<file path="config.mk">
export PLATFORM = sky130hd
export DESIGN_NAME = tone_player
export DESIGN_NICKNAME = d
export VERILOG_FILES = /design/src/rtl/tone_pkg.sv /design/src/rtl/ms_tick_gen.sv /design/src/rtl/tone_player.sv
export SDC_FILE = /design/constraint.sdc
export NUM_CORES = 1
export LEC_CHECK = 0
export BUFFER_PORTS_ARGS = -buffer_cell sky130_fd_sc_hd__buf_2
export CAP_MARGIN = 20
export CORE_UTILIZATION = 35
export CTS_CLUSTER_DIAMETER = 150
export DETAILED_ROUTE_END_ITERATION = 6
export PLACE_DENSITY_LB_ADDON = 0.12
export SLEW_MARGIN = 20
export SYNTH_ARGS = -nofsm -noshare
export SYNTH_HDL_FRONTEND = slang
export SYNTH_HIERARCHICAL = 1
export SYNTH_SLANG_ARGS = --single-unit
</file>
<file path="constraint.sdc">
create_clock -name clk -period 9.78 [get_ports clk]
set_clock_uncertainty 0.15 [all_clocks]
set_input_delay 0.978 -clock clk [delete_from_list [all_inputs] [get_ports clk]]
set_output_delay 0.978 -clock clk [all_outputs]
set_load 0.005 [all_outputs]
</file>
<file path="src/rtl/tone_pkg.sv">
// Shared types and constants for the tone_player note engine.
// The GAP state is only reachable in builds with TONE_GAP_EN defined.
package tone_pkg;

  typedef enum logic [1:0] {
    IDLE = 2'd0,
    PLAY = 2'd1,
    GAP  = 2'd2
  } state_e;

  function automatic int unsigned TICKS_PER_MS(input int unsigned clk_hz);
    return clk_hz / 1000;
  endfunction

  // Half-period counts at 100 MHz; C4..F4 need more than 17 bits of half-period.
  localparam int unsigned HALF_C4 = 191110;
  localparam int unsigned HALF_D4 = 170265;
  localparam int unsigned HALF_E4 = 151685;
  localparam int unsigned HALF_F4 = 143172;
  localparam int unsigned HALF_G4 = 127551;
  localparam int unsigned HALF_A4 = 113636;
  localparam int unsigned HALF_B4 = 101239;
  localparam int unsigned HALF_C5 = 95556;

endpackage

</file>
<file path="src/rtl/ms_tick_gen.sv">
// Millisecond prescaler: counts 0..TICKS-1 and flags the wrap cycle on tick_c.
// Synchronous clear holds the count at zero and suppresses the tick.
module ms_tick_gen
  import tone_pkg::*;
#(
  parameter int unsigned TICKS = 100_000
) (
  input  logic clk,
  input  logic rst_n,
  input  logic clr,
  output logic tick_c
);

  localparam int unsigned CNT_W = (TICKS > 1) ? $clog2(TICKS) : 1;

  logic [CNT_W-1:0] cnt_q;
  logic [CNT_W-1:0] cnt_d;

  assign tick_c = !clr && (cnt_q == CNT_W'(TICKS - 1));

  always_comb begin
    cnt_d = cnt_q;
    if (clr || tick_c) begin
      cnt_d = '0;
    end else begin
      cnt_d = cnt_q + CNT_W'(1);
    end
  end

  always_ff @(posedge clk or negedge rst_n) begin
    if (!rst_n) begin
      cnt_q <= '0;
    end else begin
      cnt_q <= cnt_d;
    end
  end

endmodule

</file>
<file path="src/rtl/tone_player.sv">
// Square-wave note player with valid/ready note input and PmodAMP2 control pins.
// Define TONE_GAP_EN to insert GAP_MS of silence after every note.
module tone_player
  import tone_pkg::*;
#(
  parameter int unsigned CLK_HZ = 100_000_000,
  parameter int unsigned HALF_W = 17,
  parameter int unsigned DUR_W  = 10,
  parameter int unsigned GAP_MS = 20
) (
  input  logic              clk,
  input  logic              rst_n,
  input  logic              enable,
  input  logic              gain_hi,
  input  logic              note_valid,
  output logic              note_ready,
  input  logic [HALF_W-1:0] note_half,
  input  logic [DUR_W-1:0]  note_dur_ms,
  output logic              busy,
  output logic              audio_out,
  output logic              amp_gain,
  output logic              amp_shdn
);

  localparam int unsigned TICKS = TICKS_PER_MS(CLK_HZ);

  if ((CLK_HZ % 1000) != 0 || TICKS == 0) begin : g_bad_clk
    $error("tone_player: CLK_HZ must be a nonzero multiple of 1000");
  end
  if (GAP_MS == 0) begin : g_bad_gap
    $error("tone_player: GAP_MS must be at least 1");
  end

  state_e            state_q, state_d;
  logic [HALF_W-1:0] half_q, half_d;
  logic [HALF_W-1:0] hcnt_q, hcnt_d;
  logic [DUR_W-1:0]  dur_q, dur_d;
  logic [DUR_W-1:0]  ms_q, ms_d;
  logic              audio_q, audio_d;
  logic              busy_q, busy_d;
  logic              accept_c;
  logic              tick_c;
  logic              play_done_c;
  logic              gap_done_c;

`ifdef TONE_GAP_EN
  localparam int unsigned GAP_W = (GAP_MS > 1) ? $clog2(GAP_MS) : 1;
  logic [GAP_W-1:0] gap_q, gap_d;
  assign gap_done_c = (state_q == GAP) && tick_c && (gap_q == GAP_W'(GAP_MS - 1));
`else
  assign gap_done_c = 1'b0;
`endif

  assign note_ready  = (state_q == IDLE) && enable;
  assign accept_c    = note_valid && note_ready;
  assign play_done_c = (state_q == PLAY) && tick_c && (ms_q == dur_q - DUR_W'(1));
  assign amp_gain    = gain_hi;
  assign amp_shdn    = enable;
  assign busy        = busy_q;
  assign audio_out   = audio_q;

  // Prescaler only runs while a note or gap is active.
  ms_tick_gen #(.TICKS(TICKS)) u_ms_tick (
    .clk    (clk),
    .rst_n  (rst_n),
    .clr    ((state_q == IDLE) || !enable),
    .tick_c (tick_c)
  );

  always_ff @(posedge clk or negedge rst_n) begin
    if (!rst_n) begin
      state_q <= IDLE;
    end else begin
      state_q <= state_d;
    end
  end

  always_comb begin
    state_d = state_q;
    if (!enable) begin
      state_d = IDLE;
    end else begin
      case (state_q)
        IDLE: if (accept_c && (note_dur_ms != '0)) state_d = PLAY;
        PLAY: begin
          if (play_done_c) begin
`ifdef TONE_GAP_EN
            state_d = GAP;
`else
            state_d = IDLE;
`endif
          end
        end
        default: if (gap_done_c || (state_q != GAP)) state_d = IDLE;
      endcase
    end
  end

  always_comb begin
    half_d  = half_q;
    dur_d   = dur_q;
    hcnt_d  = hcnt_q;
    ms_d    = ms_q;
    audio_d = audio_q;
    busy_d  = (state_d != IDLE);
`ifdef TONE_GAP_EN
    gap_d   = gap_q;
`endif
    if (!enable) begin
      hcnt_d  = '0;
      ms_d    = '0;
      audio_d = 1'b0;
`ifdef TONE_GAP_EN
      gap_d   = '0;
`endif
    end else begin
      case (state_q)
        IDLE: begin
          audio_d = 1'b0;
          if (accept_c) begin
            half_d = note_half;
            dur_d  = note_dur_ms;
            hcnt_d = '0;
            ms_d   = '0;
          end
        end
        PLAY: begin
          // A zero half-period is a rest: hold the line low.
          if (half_q == '0) begin
            hcnt_d  = '0;
            audio_d = 1'b0;
          end else if (hcnt_q == half_q - HALF_W'(1)) begin
            hcnt_d  = '0;
            audio_d = ~audio_q;
          end else begin
            hcnt_d = hcnt_q + HALF_W'(1);
          end
          if (tick_c) ms_d = ms_q + DUR_W'(1);
          if (play_done_c) begin
            hcnt_d  = '0;
            ms_d    = '0;
            audio_d = 1'b0;
          end
        end
        default: begin
          audio_d = 1'b0;
`ifdef TONE_GAP_EN
          if (gap_done_c) begin
            gap_d = '0;
          end else if (tick_c) begin
            gap_d = gap_q + GAP_W'(1);
          end
`endif
        end
      endcase
    end
  end

  always_ff @(posedge clk or negedge rst_n) begin
    if (!rst_n) begin
      half_q  <= '0;
      dur_q   <= '0;
      hcnt_q  <= '0;
      ms_q    <= '0;
      audio_q <= 1'b0;
      busy_q  <= 1'b0;
`ifdef TONE_GAP_EN
      gap_q   <= '0;
`endif
    end else begin
      half_q  <= half_d;
      dur_q   <= dur_d;
      hcnt_q  <= hcnt_d;
      ms_q    <= ms_d;
      audio_q <= audio_d;
      busy_q  <= busy_d;
`ifdef TONE_GAP_EN
      gap_q   <= gap_d;
`endif
    end
  end

endmodule

</file>
==> flow_summary.rst, run 1 <==
.. list-table::
   :header-rows: 1

   * - Metric
     - Value
   * - Run status
     - finished clean
   * - Worst vdd rail ir drop
     - 0.0873 mV
   * - Crit path required time
     - 9.83 ns
   * - Endpoint class of the critical path
     - flop
   * - Detailed Place HPWL
     - 6890 um
   * - Clock input transition at the sequential cells of the worst setup and hold paths
     - 0.06 ns
   * - Clock latency of the later-clocked register in the worst-skew pair
     - 0.33 ns
   * - GR Util All Layers
     - 0.162
   * - Largest net degree at the start of global routing
     - 76
   * - Classification of the worst-slack hold path
     - reg2reg
   * - Ratio of final minimum period to clock period
     - 0.438
   * - PostCTS Resize Cnt
     - 0
   * - Post-Route Utilization
     - 0.412
   * - Launching element of the worst setup path
     - u_ms_tick/cnt_q[0]
   * - Register-to-Register Path Depth
     - 11
   * - Average wire per cell in the routed design
     - 14.5 um
   * - Number of buffers inserted during clock tree synthesis
     - 9
   * - Share of layout cells above drive strength 1
     - 0.165
   * - Overflow left after global routing
     - 0
   * - Relative max-transition margin
     - 0.363
   * - Initial antenna violation count
     - 0
   * - Worst reg2reg startpoint
     - u_ms_tick/cnt_q[0]
   * - Drt via density
     - 5.24
   * - Top achievable clock speed
     - 234 MHz
   * - Leakage power of the design
     - 1.99 nW
   * - Die X-Extent
     - 115 um
   * - Number of global-route vias before repair
     - 3407
   * - Clock tree from TritonCTS
     - yes
   * - Maximum fanout encountered on the critical timing path
     - 19
   * - Most common flop cell mapped by yosys
     - sky130_fd_sc_hd__dfrtp_1
   * - Net count of the finished layout
     - 536
   * - Data arrival time at the worst-slack endpoint
     - 4.33 ns
   * - Number of max-slew violations in the final report
     - 0
   * - Total nets after synthesis
     - 511
   * - Crit. path cell count
     - 11
   * - Number of hold-repair buffers added at the cts stage
     - 0
   * - Relative area change from synthesis to final layout
     - 13.0%
   * - Largest delay share family, worst path
     - simple AND/OR/NAND/NOR gates
   * - Die Y-Extent
     - 115 um
   * - Setup fix buffers added after clock tree synthesis
     - 0
   * - # clock sinks
     - 75
   * - Setup CP Type
     - reg2reg
   * - R2R Path End
     - hcnt_q[5]
   * - Final Wtd Congestion
     - 0.825
   * - Transition time of the tightest slew-check pin
     - 0.956 ns
   * - Slowest cell on the critical path
     - sky130_fd_sc_hd__or4_1
   * - Port-buffer cells
     - 34
   * - DRC marker count from the first detailed-route iteration
     - 146
   * - Number of instances in the synthesized netlist
     - 474
   * - H-tree depth
     - 3
   * - Setup repair after global routing missed its margin
     - false
   * - Critical Path Max Stage Delay
     - 0.60 ns
   * - Diodes inserted
     - 0
   * - Worst setup slack for register-to-register paths
     - 5.50 ns
   * - Synth async-reset ratio
     - 1.00
   * - Worst Setup EP
     - hcnt_q[5]
   * - Post-synthesis sequential area ratio
     - 0.423
   * - Number of iterations in the first detailed-routing pass
     - 4
   * - Initial Util
     - 0.365
   * - MaxCap Viol Count
     - 0
   * - Netlist area before placement
     - 4440 um2
   * - Hold violation count in the final report
     - 0
   * - Power per cell area
     - 174 nW/um2
   * - Fin Setup TNS
     - 0 ns
   * - Yosys warning total
     - 6
   * - Number of buffers on the longest clock path
     - 2
   * - Final WL
     - 9720 um
   * - Core Area
     - 12200 um2
   * - Crit path cell chain
     - ha_1 -> nand4_1 -> or4_1 -> nor2_1 -> nand3_1 -> a2111oi_0 -> o211ai_1 -> o21ai_2 -> a21oi_1 -> nand2_1 -> o22ai_1
   * - Antenna-violating nets left
     - 0
   * - Per-instance average area after synthesis
     - 9.36 um2
   * - Clock period minus final worst setup slack
     - 4.28 ns
   * - DRC violation count after routing
     - 0
   * - Number of vias in the routed layout
     - 3514
   * - Flop and latch count out of synthesis
     - 75
   * - Clock Tree Root
     - sky130_fd_sc_hd__clkbuf_16
   * - Distinct cell type count of the synthesized netlist
     - 63
   * - Number of buffer and inverter instances along the worst setup path
     - 0
   * - Global-route wire length before repair
     - 16500 um
   * - Overall die area
     - 13100 um2
   * - CP startpoint kind
     - flop
   * - Number of top-level design ports
     - 37
   * - Final setup viols
     - 0
   * - Number of enable-type register cells in the synthesized netlist
     - 0
   * - Number of cell rows
     - 40
[cell type report]
type                    count  area (um2)
flip-flops and latches     75        1880
fillers                  1200        7150
multi-input cells         357        2350
well taps                 168         210
clock buffers              10         229
inverters                  20        75.1
clock inverters             5        78.8
repair buffers             36         188
[stage by stage]
stage          cell area [um2]  power, mW  instances  setup WS [ns]  hold slack [ns]
2_1_floorplan             4440      0.488        474           6.53            0.300
3_3_place_gp              4700      0.527        656           5.67            0.318
3_5_place_dp              4700      0.529        656           5.51            0.332
4_1_cts                   5010      0.881        671           5.48            0.340
5_1_grt                   5010      0.916        671           4.95            0.354
6_report                  5010      0.870        671           5.50            0.336
[registers in the layout, indices dropped and copies added (netlist names)]
name / cells
hcnt_q: 17
state_q: 2
u_ms_tick/cnt_q: 17
busy: 1
dur_q: 10
ms_q: 10
half_q: 17
audio_out: 1
[per-layer routing]
| metal | vias up | track usage | share of wire |
|---|---|---|---|
| li1 | 1752 | - | - |
| met1 | 1709 | 0.219 | 0.51 |
| met2 | 39 | 0.256 | 0.45 |
| met3 | 14 | 0.0349 | 0.029 |
| met4 | 0 | 0.0571 | 0.015 |
| met5 | - | 0 | 0 |
[layout by cell type, fill, tap and decap left out, types with 3 or more instances in the layout]
master                      Yosys  layout
sky130_fd_sc_hd__a21oi_1       19      19
sky130_fd_sc_hd__a221oi_1       3       3
sky130_fd_sc_hd__a31oi_1        8       8
sky130_fd_sc_hd__and2_1         4       4
sky130_fd_sc_hd__and3_1         5       5
sky130_fd_sc_hd__buf_2          4      33
sky130_fd_sc_hd__buf_4          3       3
sky130_fd_sc_hd__clkbuf_16      0       9
sky130_fd_sc_hd__dfrtp_1       75      75
sky130_fd_sc_hd__ha_1           5       5
sky130_fd_sc_hd__inv_1         20      20
sky130_fd_sc_hd__mux2_2        22      22
sky130_fd_sc_hd__nand2_1       42      42
sky130_fd_sc_hd__nand2b_1       6       6
sky130_fd_sc_hd__nand3_1       19      19
sky130_fd_sc_hd__nand4_1       14      14
sky130_fd_sc_hd__nor2_1        43      43
sky130_fd_sc_hd__nor2b_1        4       4
sky130_fd_sc_hd__nor3_1        14      14
sky130_fd_sc_hd__nor4_1         7       7
sky130_fd_sc_hd__nor4_2         3       3
sky130_fd_sc_hd__o211ai_1       5       5
sky130_fd_sc_hd__o21ai_0       23      23
sky130_fd_sc_hd__o21ai_1        5       5
sky130_fd_sc_hd__o31ai_1        4       4
sky130_fd_sc_hd__o41ai_1        3       3
sky130_fd_sc_hd__or4_1          4       4
sky130_fd_sc_hd__xnor2_1       29      29
sky130_fd_sc_hd__xor2_1        25      25
[power by group]
group          internal (mW)  switching, mW
clock network          0.221          0.125
logic                 0.0702         0.0780
registers              0.336         0.0396
[synthesized netlist by cell type (all sizes together) (3+ instances only)]
master	instances	area share
mux2	22	0.056
clkbuf	11	0.0093
xor2	25	0.049
o211ai	5	0.0085
o41ai	3	0.0059
and2	4	0.0056
nor4	10	0.018
and3	5	0.0071
a221oi	3	0.0059
buf	11	0.020
dfrtp	75	0.42
nand4	14	0.020
or4	5	0.0093
ha	5	0.014
nand3	20	0.024
xnor2	29	0.057
nor3	14	0.016
inv	20	0.017
nand2b	6	0.0085
a31oi	8	0.011
nor2	43	0.036
nor2b	4	0.0056
o31ai	4	0.0068
nand2	42	0.036
a21oi	19	0.021
or4b	4	0.0099
o21ai	29	0.034
[kinds of logic after synthesis]
logic type,count (synthesis),synth area share
AO/OA/AOI/OAI,88,0.126
XOR/XNOR,54,0.107
flip-flops,75,0.423
adder cells (fa/ha/maj),6,0.0164
buffers and inverters,42,0.0460
multiplexers,23,0.0581
AND/OR/NAND/NOR,186,0.224
[worst min-delay path by stage]
stage,startpoint,depth (start not counted),to
6_report,u_ms_tick/cnt_q[0],1,u_ms_tick/cnt_q[0]
4_1_cts,u_ms_tick/cnt_q[0],1,u_ms_tick/cnt_q[0]
3_3_place_gp,u_ms_tick/cnt_q[0],1,u_ms_tick/cnt_q[0]
3_5_place_dp,u_ms_tick/cnt_q[0],1,u_ms_tick/cnt_q[0]
5_1_grt,u_ms_tick/cnt_q[0],1,u_ms_tick/cnt_q[0]
2_1_floorplan,u_ms_tick/cnt_q[0],1,u_ms_tick/cnt_q[0]
Note: power is estimated with default switching activity, not from simulation.
==> inputs of run 2 (changes only) <==
- clock period: 9.78 -> 4.5 ns (I/O delays scaled with it)
==> run 2 against run 1 <==
Register-to-register slack worse by 4.7 ns. Non-clock buffer count increased by 1. First-iteration DRC count is 32% higher. Critical path depth unchanged.
==> flow_summary.rst, run 2 (synthesis results as in run 1) <==
.. list-table::
   :header-rows: 1

   * - Metric
     - Value
   * - Number of top-level design ports
     - 37 (unchanged)
   * - Clock input transition at the sequential cells of the worst setup and hold paths
     - 0.06 ns (about the same)
   * - Number of cell rows
     - 40 (unchanged)
   * - Detailed Place HPWL
     - 7120 um (+3.4%)
   * - # clock sinks
     - 75 (unchanged)
   * - Hold violation count in the final report
     - 0 (unchanged)
   * - Number of iterations in the first detailed-routing pass
     - 4 (unchanged)
   * - Sw frac
     - 0.281 (+0.00289)
   * - Clock period minus final worst setup slack
     - 3.72 ns (-0.564 ns)
   * - Classification of the worst-slack hold path
     - in2async
   * - Endpoint class of the critical path
     - flop
   * - Core Area
     - 12200 um2 (unchanged)
   * - Number of global-route vias before repair
     - 3390 (-0.50%)
   * - Relative max-transition margin
     - 0.348 (-0.0150)
   * - Clock Tree Root
     - sky130_fd_sc_hd__clkbuf_16
   * - DRC violation count after routing
     - 0 (unchanged)
   * - Sequential Power Share
     - 0.430 (-0.002)
   * - Crit path required time
     - 4.55 ns (-5.28 ns)
   * - Clock latency of the later-clocked register in the worst-skew pair
     - 0.34 ns (about the same)
   * - PostCTS Resize Cnt
     - 0 (unchanged)
   * - Crit path cell chain
     - ha_1 -> nand4_1 -> or4_1 -> nor2_1 -> nand3_1 -> a2111oi_0 -> o211ai_1 -> o21ai_2 -> a21oi_1 -> nand2_1 -> o22ai_1
   * - Setup fix buffers added after clock tree synthesis
     - 0 (unchanged)
   * - Number of buffers inserted during clock tree synthesis
     - 9 (unchanged)
   * - Final WL
     - 10100 um (+3.6%)
   * - Maximum fanout encountered on the critical timing path
     - 12 (-7)
   * - Slowest cell on the critical path
     - sky130_fd_sc_hd__or4_1
   * - H-tree depth
     - 3 (unchanged)
   * - DRC marker count from the first detailed-route iteration
     - 193 (+32%)
   * - MaxCap Viol Count
     - 0 (unchanged)
   * - Diodes inserted
     - 0 (unchanged)
   * - Combinational power share
     - 0.172 (+0.002)
   * - Drt via density
     - 5.16 (-1.5%)
   * - Number of vias in the routed layout
     - 3471 (-1.2%)
   * - Share of total power in the clock network
     - 0.398 (about the same)
   * - Global-route wire length before repair
     - 16800 um (+1.5%)
   * - Largest net degree at the start of global routing
     - 76 (unchanged)
   * - Overall die area
     - 13100 um2 (unchanged)
   * - Overflow left after global routing
     - 0 (unchanged)
   * - Ratio of final minimum period to clock period
     - 0.826 (+0.388)
   * - Relative area change from synthesis to final layout
     - 13.2%
   * - Data arrival time at the worst-slack endpoint
     - 3.77 ns (-0.56 ns)
   * - Leading cell type in the layout, fill and taps excluded
     - sky130_fd_sc_hd__dfrtp_1
   * - Worst hold slack across all endpoints
     - 0.125 ns (-0.212 ns)
   * - Number of max-slew violations in the final report
     - 0 (unchanged)
   * - Fillers
     - 1212 (+1.0%)
   * - Port-buffer cells
     - 34 (unchanged)
   * - Share of layout cells above drive strength 1
     - 0.168 (+0.00331)
   * - Final setup viols
     - 0 (unchanged)
   * - Net count of the finished layout
     - 537 (+0.19%)
   * - Net switching power
     - 535 uW (+120%)
   * - GR Util All Layers
     - 0.168 (+0.00614)
   * - Top achievable clock speed
     - 269 MHz (+15%)
   * - Power per cell area
     - 378 nW/um2 (+120%)
   * - Average wire per cell in the routed design
     - 15.0 um (+3.3%)
   * - Die X-Extent
     - 115 um (unchanged)
   * - CP startpoint kind
     - flop
   * - Antenna-violating nets left
     - 0 (unchanged)
   * - Design internal power
     - 1.37 mW (+120%)
   * - Worst vdd rail ir drop
     - 0.202 mV (+130%)
   * - Most used cells in the layout excluding fill and tap cells
     - 75 x sky130_fd_sc_hd__dfrtp_1, 43 x sky130_fd_sc_hd__nor2_1, 42 x sky130_fd_sc_hd__nand2_1
   * - Critical Path Max Stage Delay
     - 0.58 ns (-0.02 ns)
   * - Initial antenna violation count
     - 0 (unchanged)
   * - Leakage power of the design
     - 2.00 nW (+0.40%)
   * - Number of buffers on the longest clock path
     - 2 (unchanged)
   * - Fin Setup TNS
     - 0 ns (unchanged)
   * - Setup repair after global routing missed its margin
     - false
   * - Clock tree from TritonCTS
     - yes
   * - Final Wtd Congestion
     - 0.788 (-4.5%)
   * - Biggest registers after layout
     - half_q x17, hcnt_q x17, u_ms_tick/cnt_q x17
   * - Transition time of the tightest slew-check pin
     - 0.979 ns (+0.0224 ns)
   * - Die Y-Extent
     - 115 um (unchanged)
   * - Run status
     - finished clean
   * - Number of hold-repair buffers added at the cts stage
     - 0 (unchanged)
   * - Initial Util
     - 0.365 (unchanged)
   * - Setup CP Type
     - reg2reg
run 2: power by group through the flow:
stage | sequential, mW | clock, mW | combinational, mW
after CTS | 0.818 | 0.775 | 0.329
after detailed placement | 0.830 | 0 | 0.327
final | 0.818 | 0.756 | 0.326
after floorplan | 0.792 | 0 | 0.267
after global placement | 0.828 | 0 | 0.326
after global routing | 0.830 | 0.804 | 0.368
run 2: stage by stage:
step                 util  std cells  setup WS [ns]  instance area [um2]  power [mW]
floorplan               -        474           1.25                 4440        1.06
global placement    0.387        657          0.953                 4710        1.15
detailed placement  0.387        657          0.779                 4710        1.16
CTS                 0.413        673          0.753                 5020        1.92
global route        0.413        673          0.518                 5020        2.00
finish              0.413        673          0.785                 5020        1.90
run 2: final timing paths:
path / slack [ns] / start / endpoint / cells past startpoint
max: 0.78 / u_ms_tick/cnt_q[0] / hcnt_q[2] / 11
min: 0.12 / rst_n / u_ms_tick/cnt_q[16] / 1
max reg2reg: 0.78 / u_ms_tick/cnt_q[0] / hcnt_q[2] / 11
min reg2reg: 0.33 / u_ms_tick/cnt_q[0] / u_ms_tick/cnt_q[0] / 1
max in group asynchronous: 3.44 / rst_n / half_q[7] / 1
min in group clk: 0.16 / note_half[2] / half_q[2] / 3
run 2: worst max-delay path: cells and delay by family (launching register included):
kind	cells	cell delay [ns]
flops	1	0.38
fa+ha+maj	1	0.22
compound gates	5	1.16
simple gates	5	1.68
run 2: metal layers:
metal	wire (um)	share of wire	up-vias	GRT usage
met4	211	0.021	0	0.0805
met5	0	0	-	0
met2	4350	0.43	43	0.253
met1	5280	0.52	1669	0.236
met3	230	0.023	13	0.0259
li1	-	-	1746	-
run 2: layout make-up:
class                      count  area, um2  area share
inverter                      20       75.1      0.0150
multi-input combinational    357       2350       0.469
timing repair buffer          37        195      0.0389
clock inverter                 6       80.1      0.0159
tap                          168        210      0.0419
clock buffer                  10        229      0.0456
sequential                    75       1880       0.374
==> inputs of run 3 (changes only) <==
- clock period: 4.5 -> 3.5 ns (I/O delays scaled with it)
==> run 3 against run 2 <==
Setup slack worse by 0.55 ns. Cell area rose by 2.8%. Critical endpoint is now busy. Largest power group is now clock. Sequential share of layout area is 1.0 points lower. Register-to-register slack got worse by 0.55 ns. The run now ends with hold timing left.
==> flow_summary.rst, run 3 (synthesis results as in run 1) <==
.. list-table::
   :header-rows: 1

   * - Metric
     - Value
   * - Fin Setup TNS
     - 0 ns (unchanged)
   * - Worst setup slack for register-to-register paths
     - 0.23 ns (-0.55 ns)
   * - CP startpoint kind
     - flop
   * - Number of max-slew violations in the final report
     - 0 (unchanged)
   * - Critical Path Max Stage Delay
     - 0.51 ns (-0.07 ns)
   * - Global-route wire length before repair
     - 17200 um (+2.3%)
   * - Relative max-transition margin
     - 0.360 (+0.0124)
   * - Fillers
     - 1225 (+1.1%)
   * - DRC violation count after routing
     - 0 (unchanged)
   * - Number of global-route vias before repair
     - 3501 (+3.3%)
   * - Share of layout cells above drive strength 1
     - 0.190 (+0.0220)
   * - Clock input transition at the sequential cells of the worst setup and hold paths
     - 0.06 ns (about the same)
   * - Data arrival time at the worst-slack endpoint
     - 3.35 ns (-0.42 ns)
   * - Leading cell type in the layout, fill and taps excluded
     - sky130_fd_sc_hd__dfrtp_1
   * - Maximum fanout encountered on the critical timing path
     - 18 (+6)
   * - H-tree depth
     - 3 (unchanged)
   * - Die X-Extent
     - 115 um (unchanged)
   * - Top achievable clock speed
     - 306 MHz (+14%)
   * - Classification of the worst-slack hold path
     - in2async
   * - Power per cell area
     - 503 nW/um2 (+33%)
   * - Clock latency of the later-clocked register in the worst-skew pair
     - 0.34 ns (about the same)
   * - Crit path required time
     - 3.58 ns (-0.97 ns)
   * - Clock Tree Root
     - sky130_fd_sc_hd__clkbuf_16
   * - Setup CP Type
     - reg2reg
   * - Clock period minus final worst setup slack
     - 3.27 ns (-0.445 ns)
   * - Final WL
     - 10100 um (-0.14%)
   * - GR Util All Layers
     - 0.169 (+0.000912)
   * - Leakage power of the design
     - 2.07 nW (+3.6%)
   * - # clock sinks
     - 75 (unchanged)
   * - Drt via density
     - 5.13 (-0.56%)
   * - Register-to-Register Path Depth
     - 10 (-1)
   * - Final setup viols
     - 0 (unchanged)
   * - Number of hold-repair buffers added at the cts stage
     - 0 (unchanged)
   * - Diodes inserted
     - 0 (unchanged)
   * - Clock tree from TritonCTS
     - yes
   * - Overflow left after global routing
     - 0 (unchanged)
   * - DRC marker count from the first detailed-route iteration
     - 197 (+2.1%)
   * - Ratio of final minimum period to clock period
     - 0.934 (+0.109)
   * - Placed Cells
     - 667 (+1.5%)
   * - Post-layout instance count excluding filler cells
     - 683 (+1.5%)
   * - Core Area
     - 12200 um2 (unchanged)
   * - Slowest cell on the critical path
     - sky130_fd_sc_hd__or4b_1
   * - Die Y-Extent
     - 115 um (unchanged)
   * - MaxCap Viol Count
     - 0 (unchanged)
   * - Average wire per cell in the routed design
     - 14.7 um (-1.6%)
   * - Worst reg2reg startpoint
     - u_ms_tick/cnt_q[12]
   * - Run status
     - finished, violations left
   * - Detailed Place HPWL
     - 7230 um (+1.5%)
   * - Number of top-level design ports
     - 37 (unchanged)
   * - Worst hold slack across all endpoints
     - -0.0131 ns (-0.138 ns)
   * - Number of buffers on the longest clock path
     - 2 (unchanged)
   * - Number of vias in the routed layout
     - 3503 (+0.92%)
   * - Endpoint class of the critical path
     - flop
   * - Hold violation count in the final report
     - 5 (+5)
   * - R2R Path End
     - busy
   * - Most used cells in the layout excluding fill and tap cells
     - 75 x sky130_fd_sc_hd__dfrtp_1, 42 x sky130_fd_sc_hd__nand2_1, 42 x sky130_fd_sc_hd__nor2_1
   * - Biggest registers after layout
     - half_q x17, hcnt_q x17, u_ms_tick/cnt_q x17
   * - Net count of the finished layout
     - 547 (+1.9%)
   * - Transition time of the tightest slew-check pin
     - 0.960 ns (-0.0187 ns)
   * - Overall die area
     - 13100 um2 (unchanged)
   * - Initial antenna violation count
     - 0 (unchanged)
   * - Number of iterations in the first detailed-routing pass
     - 5 (+1)
   * - Largest net degree at the start of global routing
     - 76 (unchanged)
   * - Number of cell rows
     - 40 (unchanged)
   * - Worst vdd rail ir drop
     - 0.258 mV (+28%)
   * - Port-buffer cells
     - 34 (unchanged)
   * - Relative area change from synthesis to final layout
     - 16.3%
   * - Violations in the final reports
     - hold timing
   * - Initial Util
     - 0.365 (unchanged)
   * - Number of buffers inserted during clock tree synthesis
     - 9 (unchanged)
   * - Crit path cell chain
     - or4b_1 -> or4_1 -> nor2_2 -> nand3_1 -> a2111oi_1 -> o211ai_1 -> o21ai_2 -> buf_6 -> nand2_1 -> or2_2
   * - Final Wtd Congestion
     - 0.828 (+5.2%)
   * - Setup repair after global routing missed its margin
     - false
   * - Antenna-violating nets left
     - 0 (unchanged)
==> run 3: report_power, final <==
group / switching, mW / internal (mW)
combinational: 0.232 / 0.214
clock: 0.357 / 0.753
sequential: 0.102 / 0.939
total: 0.691 / 1.91
==> run 3: timing repair <==
| action | 4_1_cts | 5_1_grt |
|---|---|---|
| setup endpoints to repair | 0 | 24 |
| gates resized for setup | 0 | 4 |
| buffers inserted | 0 | 0 |
==> run 3: stage by stage <==
step / setup WS (ns) / util / area (um2) / power [mW] / hold WS [ns]
after global routing: 0.00950 / 0.424 / 5160 / 2.73 / 0.0799
after detailed placement: 0.106 / 0.394 / 4790 / 1.50 / 0.333
final: 0.230 / 0.424 / 5160 / 2.60 / -0.0131
after floorplan: 0.253 / - / 4440 / 1.36 / -0.0956
after global placement: 0.260 / 0.394 / 4790 / 1.50 / 0.327
after CTS: 0.117 / 0.423 / 5150 / 2.63 / 0.0573
==> run 3: metal layers <==
| metal | GRT usage | share of wire | up-vias | wire length (um) |
|---|---|---|---|---|
| met3 | 0.0434 | 0.043 | 12 | 432 |
| met1 | 0.230 | 0.50 | 1676 | 5010 |
| met2 | 0.255 | 0.44 | 52 | 4390 |
| met5 | 0 | 0 | - | 0 |
| met4 | 0.0710 | 0.022 | 0 | 225 |
| li1 | - | - | 1763 | - |
==> run 3: how the worst max path moves through the flow <==
| stage | slack [ns] | depth (start not counted) | endpoint | from |
|---|---|---|---|---|
| floorplan | 0.25 | 10 | hcnt_q[1] | u_ms_tick/cnt_q[12] |
| global placement | 0.26 | 11 | hcnt_q[2] | u_ms_tick/cnt_q[12] |
| detailed placement | 0.11 | 10 | busy | u_ms_tick/cnt_q[12] |
| CTS | 0.12 | 10 | busy | u_ms_tick/cnt_q[12] |
| global route | 0.01 | 10 | busy | u_ms_tick/cnt_q[12] |
| finish | 0.23 | 10 | busy | u_ms_tick/cnt_q[12] |
==> run 3: area by class of cell <==
type	count	area (um2)	area share
clock inverters	4	95.1	0.0184
well taps	168	210	0.0407
clock buffers	12	267	0.0516
multi-input cells	357	2360	0.458
flip-flops and latches	75	1880	0.364
inverters	20	75.1	0.0145
repair buffers	47	274	0.0531
==> run 3: worst max-delay path: cells and delay by family (launching register included) <==
| kind | cells | cell delay [ns] |
|---|---|---|
| AND/OR/NAND/NOR | 6 | 1.61 |
| buffers and inverters | 1 | 0.20 |
| AO/OA/AOI/OAI | 3 | 0.77 |
| flip-flops | 1 | 0.43 |
